<file path="config.mk">
export PLATFORM = sky130hd
export DESIGN_NAME = pipe_adder
export DESIGN_NICKNAME = d
export VERILOG_FILES = /design/src/rtl/adder_pkg.sv /design/src/rtl/rca_segment.sv /design/src/rtl/pipe_adder.sv
export SDC_FILE = /design/constraint.sdc
export NUM_CORES = 1
export LEC_CHECK = 0
export CAP_MARGIN = 10
export CORE_AREA = 4 4 164 166
export CTS_BUF_LIST = sky130_fd_sc_hd__clkbuf_16
export CTS_CLUSTER_SIZE = 16
export DETAILED_ROUTE_END_ITERATION = 8
export DIE_AREA = 0 0 168 170
export PLACE_DENSITY = 0.59
export SYNTH_ARGS = -nofsm -noshare
export SYNTH_HDL_FRONTEND = slang
export SYNTH_SLANG_ARGS = --single-unit
export TNS_END_PERCENT = 10
</file>
<file path="constraint.sdc">
create_clock -name clk -period 7.7 [get_ports clk]
set_input_delay 1.54 -clock clk [delete_from_list [all_inputs] [get_ports clk]]
set_output_delay 1.54 -clock clk [all_outputs]
set_load 0.01 [all_outputs]
</file>
<file path="src/rtl/adder_pkg.sv">
// Shared defaults and derived sizing for the pipelined adder.
package adder_pkg;

  localparam int unsigned DEF_WIDTH  = 32;
  localparam int unsigned DEF_STAGES = 4;

  function automatic int unsigned seg_width(input int unsigned width, input int unsigned stages);
    return width / stages;
  endfunction

endpackage

</file>
<file path="src/rtl/rca_segment.sv">
// Combinational ripple-carry segment built from XOR/AOI full-adder cells.
module rca_segment #(
  parameter int unsigned SEG = 8
) (
  input  logic [SEG-1:0] a,
  input  logic [SEG-1:0] b,
  input  logic           Cin,
  output logic [SEG-1:0] sum,
  output logic           Cout
);

  logic [SEG:0] c;

  always_comb begin
    c    = '0;
    sum  = '0;
    c[0] = Cin;
    for (int unsigned i = 0; i < SEG; i++) begin
      sum[i]   = a[i] ^ b[i] ^ c[i];
      c[i+1]   = (a[i] & b[i]) | (c[i] & (a[i] ^ b[i]));
    end
  end

  assign Cout = c[SEG];

endmodule

</file>
<file path="src/rtl/pipe_adder.sv">
// Valid/ready pipelined add/subtract: one ripple segment per stage, carries
// and skewed operand/sum bits registered at each stage boundary.
module pipe_adder
  import adder_pkg::*;
#(
  parameter int unsigned WIDTH  = DEF_WIDTH,
  parameter int unsigned STAGES = DEF_STAGES
) (
  input  logic             clk,
  input  logic             rst_n,
  input  logic             in_valid,
  output logic             in_ready,
  input  logic [WIDTH-1:0] a,
  input  logic [WIDTH-1:0] b,
  input  logic             Cin,
  input  logic             sub,
  output logic             out_valid,
  input  logic             out_ready,
  output logic [WIDTH-1:0] sum,
  output logic             Cout,
  output logic             of
);

  localparam int unsigned SEG  = seg_width(WIDTH, STAGES);
  localparam int unsigned LAST = STAGES - 1;
  localparam int unsigned MID  = (STAGES > 1) ? STAGES - 1 : 1;

  logic              en;
  logic [STAGES-1:0] vld;

  // Inter-stage skew registers (operands, partial sum, boundary carry)
  logic [WIDTH-1:0] a_q [MID];
  logic [WIDTH-1:0] b_q [MID];
  logic [WIDTH-1:0] s_q [MID];
  logic             c_q [MID];

  logic [WIDTH-1:0] src_a [STAGES];
  logic [WIDTH-1:0] src_b [STAGES];
  logic [WIDTH-1:0] src_s [STAGES];
  logic             src_c [STAGES];
  logic [SEG-1:0]   seg_sum [STAGES];
  logic             seg_c   [STAGES];
  logic [WIDTH-1:0] nxt_s   [STAGES];

  assign en        = !vld[LAST] || out_ready;
  assign in_ready  = !rst_n || en;
  assign out_valid = vld[LAST];

  // Stage inputs: raw prepared operands for stage 0, skew registers after
  always_comb begin
    for (int unsigned s = 0; s < STAGES; s++) begin
      if (s == 0) begin
        src_a[s] = a;
        src_b[s] = b ^ {WIDTH{sub}};
        src_s[s] = '0;
        src_c[s] = Cin ^ sub;
      end else begin
        src_a[s] = a_q[s-1];
        src_b[s] = b_q[s-1];
        src_s[s] = s_q[s-1];
        src_c[s] = c_q[s-1];
      end
    end
  end

  for (genvar s = 0; s < STAGES; s++) begin : g_seg
    rca_segment #(.SEG(SEG)) u_seg (
      .a    (src_a[s][s*SEG +: SEG]),
      .b    (src_b[s][s*SEG +: SEG]),
      .Cin  (src_c[s]),
      .sum  (seg_sum[s]),
      .Cout (seg_c[s])
    );
  end

  // Merge each stage's freshly computed segment into the travelling sum
  always_comb begin
    for (int unsigned s = 0; s < STAGES; s++) begin
      nxt_s[s]                = src_s[s];
      nxt_s[s][s*SEG +: SEG]  = seg_sum[s];
    end
  end

  always_ff @(posedge clk) begin
    if (!rst_n) begin
      vld  <= '0;
      sum  <= '0;
      Cout <= 1'b0;
      of   <= 1'b0;
      for (int unsigned s = 0; s < MID; s++) begin
        a_q[s] <= '0;
        b_q[s] <= '0;
        s_q[s] <= '0;
        c_q[s] <= 1'b0;
      end
    end else if (en) begin
      vld[0] <= in_valid;
      for (int unsigned s = 1; s < STAGES; s++) begin
        vld[s] <= vld[s-1];
      end
      for (int unsigned s = 0; s < LAST; s++) begin
        a_q[s] <= src_a[s];
        b_q[s] <= src_b[s];
        s_q[s] <= nxt_s[s];
        c_q[s] <= seg_c[s];
      end
      sum  <= nxt_s[LAST];
      Cout <= seg_c[LAST];
      of   <= (src_a[LAST][WIDTH-1] == src_b[LAST][WIDTH-1]) &&
              (nxt_s[LAST][WIDTH-1] != src_a[LAST][WIDTH-1]);
    end
  end

endmodule
</file>
==> flow_summary.ini <==
[worst_setup_path]
cp_common_cell = fa_1
crit_required_ns = 7.83
path_class = in2reg
cp.arrival_ns = 5.55
crit_buf_inv = 4
cp_cell_sequence = buf_2 > xnor2_1 > fa_1 > inv_1 > fa_1 > inv_1 > fa_1 > fa_1 > fa_1 > fa_1 > fa_1 > inv_1 > fa_1 > nor3b_2
cp_top_family = adder cells
start_kind = input pin
end_kind = register
crit_path_top_delay_cell = buf_2
cp_max_fo = 20
max_stage_delay_ns = 0.44

[route]
num_vias = 4651
via_per_inst = 4.56
wl_mm = 15.9
drt_first_pass_iters = 4
antenna_left = 0
wl_per_cell_um = 15.6
drt_iter0_drc = 285
drc_errors = 0

[finish]
diodes = 0
final_common_cell = edfxtp_1
fillers = 2296
finalNetCount = 774
drive_gt1_share_pct = 26.2
design_area_mm2 = 0.0108
syn2layout_area_growth_pct = 18.7
fin_cells = 1019
final_cell_mix = 147 x edfxtp_1, 103 x nor3b_2, 103 x clkdlybuf4s50_1
fin_util_pct = 42.1

[clocking]
cts_tree = built
clk-insertion-delay-late_ns = 0.42
cts_setup_buffers = 0
cts-buffers-inserted = 17
h-tree-depth = 4
clock_path_buffers = 2
clockRootBuffer = clkbuf_16
post_cts_resized = 0
ctsHoldBuffers = 0
clkSinkCount = 185
path_clk_slew_ns = 0.07

[timing]
rsz0062_at_grt = false
fin_skew_ns = 0.0125
final.min_clock_period_ns = 5.42
holdWs_ns = 0.477
layout_setup_ws_ns = 2.28
hold_viol = 0
max_freq_mhz = 185
worst-slew-pin-transition_ns = 1.25
tns_ns = 0
slew_viol_final = 0
slew_headroom_pct = 16.9
setup_viol = 0
finalCritPeriodShare_pct = 70.3

[yosys]
ys_seq_area_share_pct = 57.0
yosys.area.top_type_share_pct = 48.6
synthCells = 597
synthTopCellsByArea = edfxtp_1 49%, nor3b_2 14%, dfxtp_1 8.4%, fa_1 7.1%, nor3_2 3.6%
synth_cell_types = 22
netlist.top_cell.by_area = edfxtp_1
synth_nets = 700
syn_avg_cell_area_um2 = 15.2
yosys_warnings = 0
ys_ff_latch = 185
synth_area_mm2 = 0.00908

[job]
maxCapViolations = 0

[place]
placed_cell_area_mm2 = 0.0102
gp_congestion = 0.826
portBuffers = 105
dpl.cell_count = 987
post-place-ws_ns = 1.83
dp_hpwl_mm = 9.80

[die]
dieArea_mm2 = 0.0286
placementRows = 59
die_x_um = 168
initial_core_util_pct = 35.5
die_h_um = 170
core_mm2 = 0.0256
io_pins = 106

[power_and_ir_drop]
vdd.ir_drop.worst_mv = 0.136
finalPower_mw = 2.22
powerDensity_mw_per_mm2 = 206
p_leak_nw = 3.92

[global_route]
grt_pass1_wl_mm = 26.4
grt_max_degree = 186
grt_usage_pct = 11.5
grt_overflow = 0
grt_pass1_vias = 4904
antenna_found_initial = 0

[run_status]
status = finished, final reports clean

[hold_path]
worstHoldPathType = reg2reg
-- Yosys cell counts, drive strengths merged --
cell	count
edfxtp	147
inv	64
buf	50
ha	1
nor3b	111
nand4b	37
nor3	36
dfxtp	38
o21a	1
o31ai	36
fa	32
o41ai	1
clkbuf	7
nor2b	1
xor2	3
xnor2	31
nand2	1
-- final timing paths --
kind	from	endpoint	slack (ns)	cells after the start
worst max-delay path	sub	s_q[0][7]	2.28	14
worst min-delay path	vld[1]	vld[2]	0.48	2
worst max register to register	a_q[0][8]	s_q[1][15]	3.48	12
worst min register to register	vld[1]	vld[2]	0.48	2
-- state kept, by name, summed over array words and instances (netlist names) --
name and flops:
a_q 48, b_q 48, s_q 48, sum 32, vld 4, c_q 3
Cout 1, of 1
-- power by group --
part / switching [mW] / internal (mW) / leakage (nW)
sequential: 0.0248 / 1.16 / 2.05
clock: 0.381 / 0.420 / 0.268
combinational: 0.109 / 0.134 / 1.60
-- layer usage --
layer | up-vias | global-route usage (%) | share of wire [%]
met1 | 2251 | 16.4 | 50
met2 | 92 | 17.0 | 44
met3 | 24 | 2.76 | 3.1
met4 | 0 | 4.34 | 2.4
li1 | 2284 | - | -
met5 | - | 0 | 0
-- kinds of logic (layout without fill, tap and decap cells) --
| logic type | count (synthesis) | in the layout | synth area share (%) |
|---|---|---|---|
| DFF | 185 | 185 | 57.0 |
| adders and majority gates | 33 | 33 | 7.19 |
| xor gates and xnor gates | 34 | 34 | 3.28 |
| buffers and inverters | 121 | 208 | 6.97 |
| and+or+nand+nor | 186 | 186 | 22.3 |
| AOI/OAI and AO/OA | 38 | 38 | 3.24 |
-- area by class of cell --
cell class | instances | area [um2] | share of cell area (%)
multi-input combinational | 291 | 3290 | 30.5
clock inverter | 15 | 121 | 1.13
tap | 335 | 419 | 3.89
sequential | 185 | 5170 | 48.0
clock buffer | 17 | 425 | 3.95
inverter | 64 | 248 | 2.30
timing repair buffer | 112 | 1110 | 10.3
-- worst reg2reg max path, cell delays in order (launching register included) --
cell and delay, ns:
edfxtp_1 0.39, fa_1 0.42, inv_1 0.08, fa_1 0.17, inv_1 0.06, fa_1 0.44, fa_1 0.47, fa_1 0.46
fa_1 0.45, fa_1 0.39, inv_1 0.09, fa_1 0.44, nor3_2 0.16
No activity file was read; power rests on OpenSTA's default activity.
